`src/rtl/head_crc_framer_if.sv`:
```
`default_nettype none
// ============================================================================
// head_crc_framer_if : byte-in, CRC-feed and framed-out signal bundle
// Rev 1.0
// ============================================================================
interface head_crc_framer_if;
  logic [7:0]  s_data;
  logic        s_valid;
  logic        s_ready;
  logic [7:0]  crc_data;
  logic        crc_valid;
  logic [15:0] crc_in;
  logic        crc_in_valid;
  logic [7:0]  m_data;
  logic        m_valid;
  logic        m_ready;
  logic        m_sop;
  logic        m_eop;
  logic        err_ovf;
  logic        err_crc_to;

  // Framer side
  modport master (
    input  s_data, s_valid, crc_in, crc_in_valid, m_ready,
    output s_ready, crc_data, crc_valid, m_data, m_valid, m_sop, m_eop,
           err_ovf, err_crc_to
  );

  // Peer side: byte source, CRC engine and downstream sink
  modport slave (
    output s_data, s_valid, crc_in, crc_in_valid, m_ready,
    input  s_ready, crc_data, crc_valid, m_data, m_valid, m_sop, m_eop,
           err_ovf, err_crc_to
  );
endinterface
`default_nettype wire

```
`src/rtl/head_crc_framer.sv`:
```
`default_nettype none
// ============================================================================
// head_crc_framer : buffers a header burst, feeds it to the CRC16 engine,
//                   then emits header + CRC (high byte first) with sop/eop.
// Rev 1.0
// ============================================================================
module head_crc_framer #(
  parameter int MAX_LEN = 32,
  parameter int CNT_W   = 6,
  parameter int CRC_TO  = 15
) (
  input  wire logic          clk_in,
  input  wire logic          rst_n,
  head_crc_framer_if.master  bus
);
  localparam int AW   = $clog2(MAX_LEN);
  localparam int TO_W = $clog2(CRC_TO + 1);
  localparam logic [CNT_W-1:0] c_MAX_CNT = CNT_W'(MAX_LEN);
  localparam logic [TO_W-1:0]  c_TO_LAST = TO_W'(CRC_TO - 1);

  typedef enum logic [2:0] {
    S_IDLE, S_LOAD, S_WAIT_CRC, S_SEND_HDR, S_SEND_CRC_H, S_SEND_CRC_L
  } state_t;

  state_t           r_state;
  logic [7:0]       r_buf [MAX_LEN];
  logic [CNT_W-1:0] r_cnt;
  logic [CNT_W-1:0] r_rd;
  logic [TO_W-1:0]  r_timer;
  logic             r_ovf;
  logic [15:0]      r_crc_q;
  logic             r_s_ready;
  logic             r_crc_valid;
  logic [7:0]       r_crc_data;
  logic             r_m_valid;
  logic [7:0]       r_m_data;
  logic             r_m_sop;
  logic             r_m_eop;
  logic             r_err_ovf;
  logic             r_err_crc_to;

  logic             w_accept;
  logic             w_buf_we;
  logic [AW-1:0]    w_wr_addr;
  logic [AW-1:0]    w_rd_nxt;
  logic             w_last_hdr;

  // s_ready is only high in IDLE/LOAD, so an accept implies one of those states
  assign w_accept   = bus.s_valid & r_s_ready;
  assign w_buf_we   = w_accept & ((r_state == S_IDLE) | (r_cnt < c_MAX_CNT));
  assign w_wr_addr  = (r_state == S_IDLE) ? '0 : r_cnt[AW-1:0];
  assign w_rd_nxt   = r_rd[AW-1:0] + AW'(1);
  assign w_last_hdr = (r_rd == (r_cnt - CNT_W'(1)));

  always_ff @(posedge clk_in) begin
    if (w_buf_we) begin
      r_buf[w_wr_addr] <= bus.s_data;
    end
  end

  always_ff @(posedge clk_in or negedge rst_n) begin
    if (!rst_n) begin
      r_state      <= S_IDLE;
      r_cnt        <= '0;
      r_rd         <= '0;
      r_timer      <= '0;
      r_ovf        <= 1'b0;
      r_crc_q      <= '0;
      r_s_ready    <= 1'b1;
      r_crc_valid  <= 1'b0;
      r_crc_data   <= '0;
      r_m_valid    <= 1'b0;
      r_m_data     <= '0;
      r_m_sop      <= 1'b0;
      r_m_eop      <= 1'b0;
      r_err_ovf    <= 1'b0;
      r_err_crc_to <= 1'b0;
    end else begin
      r_crc_data   <= bus.s_data;
      r_crc_valid  <= w_accept;
      r_err_ovf    <= 1'b0;
      r_err_crc_to <= 1'b0;
      case (r_state)
        S_IDLE: begin
          if (bus.s_valid) begin
            r_cnt   <= CNT_W'(1);
            r_ovf   <= 1'b0;
            r_state <= S_LOAD;
          end
        end
        S_LOAD: begin
          if (bus.s_valid) begin
            if (r_cnt < c_MAX_CNT) begin
              r_cnt <= r_cnt + CNT_W'(1);
            end else begin
              r_ovf <= 1'b1;
            end
          end else begin
            r_s_ready <= 1'b0;
            r_timer   <= '0;
            r_state   <= S_WAIT_CRC;
          end
        end
        S_WAIT_CRC: begin
          if (bus.crc_in_valid) begin
            if (r_ovf) begin
              r_err_ovf <= 1'b1;
              r_ovf     <= 1'b0;
              r_s_ready <= 1'b1;
              r_state   <= S_IDLE;
            end else begin
              r_crc_q   <= bus.crc_in;
              r_rd      <= '0;
              r_m_valid <= 1'b1;
              r_m_sop   <= 1'b1;
              r_m_data  <= r_buf[0];
              r_state   <= S_SEND_HDR;
            end
          end else if (r_timer == c_TO_LAST) begin
            r_err_crc_to <= 1'b1;
            r_ovf        <= 1'b0;
            r_s_ready    <= 1'b1;
            r_state      <= S_IDLE;
          end else begin
            r_timer <= r_timer + TO_W'(1);
          end
        end
        S_SEND_HDR: begin
          if (bus.m_ready) begin
            r_m_sop <= 1'b0;
            if (w_last_hdr) begin
              r_m_data <= r_crc_q[15:8];
              r_state  <= S_SEND_CRC_H;
            end else begin
              r_rd     <= r_rd + CNT_W'(1);
              r_m_data <= r_buf[w_rd_nxt];
            end
          end
        end
        S_SEND_CRC_H: begin
          if (bus.m_ready) begin
            r_m_data <= r_crc_q[7:0];
            r_m_eop  <= 1'b1;
            r_state  <= S_SEND_CRC_L;
          end
        end
        S_SEND_CRC_L: begin
          if (bus.m_ready) begin
            r_m_data  <= '0;
            r_m_eop   <= 1'b0;
            r_m_valid <= 1'b0;
            r_rd      <= '0;
            r_s_ready <= 1'b1;
            r_state   <= S_IDLE;
          end
        end
        default: r_state <= S_IDLE;
      endcase
    end
  end

  assign bus.s_ready    = r_s_ready;
  assign bus.crc_data   = r_crc_data;
  assign bus.crc_valid  = r_crc_valid;
  assign bus.m_valid    = r_m_valid;
  assign bus.m_data     = r_m_data;
  assign bus.m_sop      = r_m_sop;
  assign bus.m_eop      = r_m_eop;
  assign bus.err_ovf    = r_err_ovf;
  assign bus.err_crc_to = r_err_crc_to;

endmodule
`default_nettype wire

```
`src/flat_wrapper.sv`:
```
// flat-port wrapper written by rule: the top's interface ports become plain ports
module head_crc_framer_flat 
#(
  parameter int MAX_LEN = 32,
  parameter int CNT_W   = 6,
  parameter int CRC_TO  = 15
)
  (clk_in, rst_n, bus_s_data, bus_s_valid, bus_crc_in, bus_crc_in_valid, bus_m_ready, bus_s_ready, bus_crc_data, bus_crc_valid, bus_m_data, bus_m_valid, bus_m_sop, bus_m_eop, bus_err_ovf, bus_err_crc_to);
  head_crc_framer_if bus_i ();
  input  wire logic clk_in;
  input  wire logic rst_n;
  input wire logic [$bits(bus_i.s_data)-1:0] bus_s_data;
  input wire logic [$bits(bus_i.s_valid)-1:0] bus_s_valid;
  input wire logic [$bits(bus_i.crc_in)-1:0] bus_crc_in;
  input wire logic [$bits(bus_i.crc_in_valid)-1:0] bus_crc_in_valid;
  input wire logic [$bits(bus_i.m_ready)-1:0] bus_m_ready;
  output wire logic [$bits(bus_i.s_ready)-1:0] bus_s_ready;
  output wire logic [$bits(bus_i.crc_data)-1:0] bus_crc_data;
  output wire logic [$bits(bus_i.crc_valid)-1:0] bus_crc_valid;
  output wire logic [$bits(bus_i.m_data)-1:0] bus_m_data;
  output wire logic [$bits(bus_i.m_valid)-1:0] bus_m_valid;
  output wire logic [$bits(bus_i.m_sop)-1:0] bus_m_sop;
  output wire logic [$bits(bus_i.m_eop)-1:0] bus_m_eop;
  output wire logic [$bits(bus_i.err_ovf)-1:0] bus_err_ovf;
  output wire logic [$bits(bus_i.err_crc_to)-1:0] bus_err_crc_to;
  assign bus_i.s_data = bus_s_data;
  assign bus_i.s_valid = bus_s_valid;
  assign bus_i.crc_in = bus_crc_in;
  assign bus_i.crc_in_valid = bus_crc_in_valid;
  assign bus_i.m_ready = bus_m_ready;
  assign bus_s_ready = bus_i.s_ready;
  assign bus_crc_data = bus_i.crc_data;
  assign bus_crc_valid = bus_i.crc_valid;
  assign bus_m_data = bus_i.m_data;
  assign bus_m_valid = bus_i.m_valid;
  assign bus_m_sop = bus_i.m_sop;
  assign bus_m_eop = bus_i.m_eop;
  assign bus_err_ovf = bus_i.err_ovf;
  assign bus_err_crc_to = bus_i.err_crc_to;
  head_crc_framer #(.MAX_LEN(MAX_LEN), .CNT_W(CNT_W), .CRC_TO(CRC_TO)) u_core (.clk_in(clk_in), .rst_n(rst_n), .bus(bus_i));
endmodule
```
`config.mk`:
```
export PLATFORM = sky130hd
export DESIGN_NAME = head_crc_framer_flat
export DESIGN_NICKNAME = d
export VERILOG_FILES = /design/src/rtl/head_crc_framer_if.sv /design/src/rtl/head_crc_framer.sv /design/src/flat_wrapper.sv
export SDC_FILE = /design/constraint.sdc
export NUM_CORES = 1
export LEC_CHECK = 0
export BUFFER_PORTS_ARGS = -buffer_cell sky130_fd_sc_hd__buf_2
export CAP_MARGIN = 40
export CORE_MARGIN = 1
export CORE_UTILIZATION = 60
export CTS_BUF_LIST = sky130_fd_sc_hd__clkbuf_8
export CTS_CLUSTER_SIZE = 12
export DETAILED_ROUTE_END_ITERATION = 12
export PLACE_DENSITY = 0.84
export SLEW_MARGIN = 15
export SYNTH_ARGS = -nofsm -noshare
export SYNTH_HDL_FRONTEND = slang
export SYNTH_SLANG_ARGS = --single-unit
export TNS_END_PERCENT = 100
```
`constraint.sdc`:
```
create_clock -name clk_in -period 4.95 [get_ports clk_in]
set_input_delay 0.2475 -clock clk_in [delete_from_list [all_inputs] [get_ports clk_in]]
set_output_delay 0.2475 -clock clk_in [all_outputs]
set_load 0.01 [all_outputs]
```
Word level (Yosys, flattened, before mapping)
Memories as Yosys holds them, arrays and structs flattened. Cells that the tools add are included. W data, S select, Z words.

$lt $le $gt $ge: 1. Bitwise logic cells: 4. Divide/modulo/power cells: 0. Shift operators: 0. Multipliers: 0. Reductions and logical operators: 21. Eq/ne operators: 23. Add/subtract/negate cells: 5. Muxes and demuxes: 58.

Operators with widths (count): $mux W6 (8); $mux W8 (6); $pmux W8 S4 (1); $mux W3 (8); $ne A2 B2 Y1 const B (12); $mux W1 (21); $pmux W3 S6 (1); $pmux W6 S3 (1); $reduce_and A4 Y1 (4); $add A6 B1 Y6 const B (2); $mux W4 (3); $pmux W6 S2 (1); $reduce_and A6 Y1 (2); $reduce_and A5 Y1 (2); $reduce_bool A2 Y1 (5); $reduce_bool A3 Y1 (3); $pmux W4 S2 (1); $reduce_and A7 Y1 (1); $eq A3 B2 Y1 const B (2); $eq A3 B3 Y1 const B (2); $eq A6 B6 Y1 (1); $lt A6 B6 Y1 const B (1); $ne A3 B2 Y1 const B (2); $pmux W1 S2 (3); 15 further kinds (19).

Input port bits: 29. RAM bits: 256. Bits in latches: 0. ROM bits: 0. Memories: 1. Register bits after elaboration: 59. Output and inout bits: 23.

Memories: u_core.r_buf (depth 32, width 8, read ports 2, clocked after Yosys merged registers in 0, wr ports 1, line head_crc_framer.sv:26) `logic [7:0] r_buf [MAX_LEN];`.

Logic depth before layout (Yosys ltp)
Depth in word-level cells: 5. Mapped depth: 10.

Worst setup path before layout
No wires, ideal clock.

Kind: reg2reg. Start: register u_core.r_rd[1]. End: register u_core.r_m_data[6] (netlist: u_core.bus.m_data[6]). Buffers on the path: 3. Slack: 2.447 ns. Data required time: 4.825 ns. Arrival time: 2.378 ns. Stages on the path, launching flop included: 10. Library setup time: 0.125 ns. Path through: dfrtp_1 -> ha_1 -> buf_2 -> clkbuf_1 -> buf_2 -> mux4_2 -> mux2_2 -> o32a_1 -> nand4b_1 -> a21oi_1.

Word-level cells in the longest chain between the ends: 5.

RTL lines: start, declared (line head_crc_framer.sv:28) `logic [CNT_W-1:0] r_rd;`; start signal, assigned (line head_crc_framer.sv:135) `r_rd <= r_rd + CNT_W'(1);`; $add A5 B1 Y5 (line head_crc_framer.sv:52) `assign w_rd_nxt = r_rd[AW-1:0] + AW'(1);`; $mem_v2 Z32 W8; $mux W8 * (line head_crc_framer.sv:131) `if (w_last_hdr) begin`; $mux W8 * (line head_crc_framer.sv:129) `if (bus.m_ready) begin`; $pmux W8 S4 * (line head_crc_framer.sv:83) `case (r_state)`; end signal, assigned (line head_crc_framer.sv:132) `r_m_data <= r_crc_q[15:8];`; end signal, assigned (line head_crc_framer.sv:136) `r_m_data <= r_buf[w_rd_nxt];`; end signal, assigned (line head_crc_framer.sv:142) `r_m_data <= r_crc_q[7:0];`; end, declared (line head_crc_framer.sv:36) `logic [7:0] r_m_data;`.

Every way passes the cells marked *; elsewhere a longest branch is shown, timed or not. The select of a mux whose other input is x is not followed. A chain may end at the register's enable or synchronous reset.

Final worst setup path
Start: register u_core.r_rd[0]. End: register u_core.r_m_data[5] (netlist: u_core.bus.m_data[5]).

The elaborated chain is that of the path after synthesis.

==> results.cfg <==
[yosys]
seq_area_frac_synth_pct = 70.4
synth_compound_area_share_pct = 5.40
async_reset_ff_share_pct = 18.7
synth_mux_area_share_pct = 14.0
synth_cell_type_count = 57
synth_edf_count = 256
avgSynthCellArea_um2 = 16.9
synthFlopType = edfxtp_1
syn-instance-count = 771
synth-seq-cells = 315
yosys.area_share.simple_pct = 6.71
syn_area_um2 = 13000
syn-num-nets = 805
synthAdderAreaFrac_pct = 0.481
yosysWarnings = 0
synth_top_family_by_area = multiplexers
synthXorXnorAreaFrac_pct = 1.14

[clock_network]
clk_latency_ns = 0.59
cts_setup_buffers = 0
cts_buffers = 49
clockRootBuffer = clkbuf_8
htreeDepth = 2
cts_sinks = 315
clkTransAtPathRegs_ns = 0.07
cts_buffer_depth = 3
cts_tree = yes
cts_resized = 0

[global_routing]
grt_usage_pct = 27.3
grt_max_degree = 60
antenna_found_initial = 0
grt_pass1_wl_um = 44300
overflow = 0
grt_pass1_vias = 7555

[outcome]
run_status = finished clean

[routing]
drcViolationCount = 0
wl_per_cell_um = 24.7
firstDrtPassIters = 11
ant_nets = 0
vias_per_cell = 6.49
first_iter_violations = 853
vias = 7594
drt_wl_total_um = 28900

[timing]
worstMarginPinSlew_ns = 0.933
period_share_pct = 70.4
hold_viol_final = 0
maxSlewHeadroom_pct = 37.2
setup_tns_ns = 0
finalCriticalPeriod_ns = 3.49
holdWs_ns = 0.0558
fin_ws_ns = 1.46
rsz0062_at_grt = false
clock_skew_ns = 0.0374
drv_slew = 0
max_freq_mhz = 287
setup_viol = 0

[place]
gp_congestion = 0.975
place_ws_ns = 1.49
dp_hpwl_um = 18100
io_buffers = 51

[final_layout]
nNetsFinal = 895
multiInputGateArea_um2 = 3630
diodes = 0
area_delta_synth_final_pct = 12.1
seq_area_um2 = 9170
fillers = 1273
drive_above_1_share_pct = 24.7

[worst_setup_path]
path_max_fanout = 36
reg2reg_depth = 5
r2r-end = u_core.bus.m_data[5]$_DFFE_PN0P_
cp_num_buf_inv = 1
crit_path_cell_trace = buf_4 > nand3_1 > o31ai_1 > a31oi_1 > a221o_1
worst_path_max_delay_cell = dfrtp_4
cp.arrival_ns = 3.96
max_stage_delay_ns = 0.87
path_class = reg2reg
r2r_setup_slack_ns = 1.46
end_kind = flip-flop
cp-start-kind = flip-flop
reg2reg_from = u_core.r_rd[0]$_DFFE_PN0P_
startpoint = u_core.r_rd[0]$_DFFE_PN0P_
crit_family = compound AO/OA/AOI/OAI gates
critPathRequiredTime_ns = 5.42

[hold_path]
hold_class = in2reg
min_to = u_core.bus.m_eop$_DFFE_PN0P_
whs_path_depth = 3
min-delay-start = bus_m_ready

[floorplan]
core_area_um2 = 21200
dieHeight_um = 149
initial_utilization_pct = 61.5
die-area_um2 = 22300
dieWidth_um = 149
io_pins = 52
row_count = 53

[flow_run]
drv_cap = 0

[power_and_ir_drop]
ir_drop_v = 0.000283
cellPowerDensity_nw_per_um2 = 572
power_leakage_uw = 0.00506
finalPower_uw = 8340
cells by family after synthesis:
family,count (synthesis)
DFF,315
adders and majority gates,5
and+or+nand+nor,183
AOI/OAI and AO/OA,102
muxes,100
buffers and inverters,49
xor gates and xnor gates,17
cell usage after synthesis, types with 2 or more instances:
| master | instances | share of area [%] |
|---|---|---|
| a22oi_1 | 7 | 0.40 |
| nor3b_1 | 3 | 0.17 |
| a31oi_1 | 14 | 0.67 |
| edfxtp_1 | 256 | 59 |
| a311o_1 | 2 | 0.15 |
| mux2_2 | 21 | 1.8 |
| xnor2_1 | 8 | 0.54 |
| o21ai_1 | 3 | 0.12 |
| or3_1 | 2 | 0.096 |
| nand2_1 | 43 | 1.2 |
| buf_1 | 4 | 0.12 |
| ha_1 | 5 | 0.48 |
| and3_1 | 5 | 0.24 |
| buf_2 | 15 | 0.58 |
| nand2b_1 | 2 | 0.096 |
| a22o_1 | 2 | 0.13 |
| clkbuf_1 | 19 | 0.55 |
| nor2b_1 | 8 | 0.38 |
| a211oi_1 | 7 | 0.40 |
| inv_1 | 5 | 0.14 |
| and2_1 | 10 | 0.48 |
| mux4_2 | 64 | 11 |
| o21ai_0 | 17 | 0.65 |
| nor2_1 | 69 | 2.0 |
| a221o_1 | 16 | 1.2 |
| buf_6 | 2 | 0.17 |
| nand3_1 | 18 | 0.69 |
| mux2i_1 | 15 | 1.2 |
| dfrtp_1 | 58 | 11 |
| a21oi_1 | 23 | 0.88 |
| nor3_1 | 9 | 0.35 |
| nand4_1 | 3 | 0.14 |
| xor2_1 | 9 | 0.61 |
| buf_4 | 4 | 0.23 |
power breakdown:
part / leakage (µW) / switching (µW) / internal [µW]
sequential: 0.00302 / 346 / 3110
clock: 0.000508 / 978 / 984
combinational: 0.00153 / 1570 / 1360
metrics by stage:
step | cells | area, µm² | util, %
floorplan | 771 | 13000 | -
global placement | 1061 | 13500 | 63.7
global route | 1170 | 14600 | 69.0
finish | 1170 | 14600 | 69.0
CTS | 1167 | 14600 | 68.9
detailed placement | 1064 | 13500 | 63.9
placed cells by master (no fill, tap or decap), drive strengths merged, types with 14 or more instances in the layout:
master / n
a21oi: 23
dlygate4sd3: 18
a221o: 16
mux2: 21
nor2: 69
nand3: 18
mux4: 64
a31oi: 14
edfxtp: 256
nand2: 43
dfrtp: 58
o21ai: 20
clkinv: 16
buf: 65
inv: 20
clkbuf: 53
mux2i: 15
tightest hold or removal path: cells and delay by family:
family / cells / cell delay [ns]
buf+inv: 1 / 0.14
simple gates: 1 / 0.11
compound gates: 1 / 0.08
worst max path at each step:
| stage | end | depth (start not counted) |
|---|---|---|
| global route | u_core.bus.m_data[5]$_DFFE_PN0P_ | 5 |
| detailed placement | u_core.bus.m_data[2]$_DFFE_PN0P_ | 9 |
| CTS | u_core.bus.m_data[2]$_DFFE_PN0P_ | 9 |
| floorplan | u_core.bus.m_data[6]$_DFFE_PN0P_ | 9 |
| global placement | u_core.bus.m_data[0]$_DFFE_PN0P_ | 8 |
| finish | u_core.bus.m_data[5]$_DFFE_PN0P_ | 5 |
metal layers:
layer  share of wire [%]  routed length, µm  vias up  track usage [%]
li1                    -                  -     3232                -
met1                  39              11200     3791             37.6
met2                  48              14000      485             43.4
met3                 9.2               2650       86             5.47
met4                 3.5               1030        0             10.4
met5                   0                  0        -                0
final cells by class:
| cell class | count | area share [%] |
|---|---|---|
| Inverter | 5 | 0.129 |
| Tap cell | 275 | 2.36 |
| Sequential cell | 315 | 62.8 |
| Multi-Input combinational cell | 407 | 24.9 |
| Clock buffer | 53 | 5.00 |
| Clock inverter | 32 | 0.995 |
| Timing Repair Buffer | 83 | 3.79 |
timing repair:
item,4_1_cts,5_1_grt
hold endpoints to repair,76,0
endpoints found under the setup margin,0,0
hold buffers,18,0
registers in the layout (all words and copies together), names as in the netlist:
name                   count
u_core.bus.m_eop           1
u_core.r_ovf               1
u_core.r_crc_q            16
u_core.r_timer             4
u_core.bus.m_data          8
u_core.bus.s_ready         1
u_core.bus.m_sop           1
u_core.bus.err_ovf         1
u_core.r_rd                6
u_core.bus.m_valid         1
u_core.bus.crc_valid       1
u_core.bus.err_crc_to      1
u_core.r_buf             256
u_core.bus.crc_data        8
u_core.r_state             3
u_core.r_cnt               6
Power figures use the tool's default switching activity.
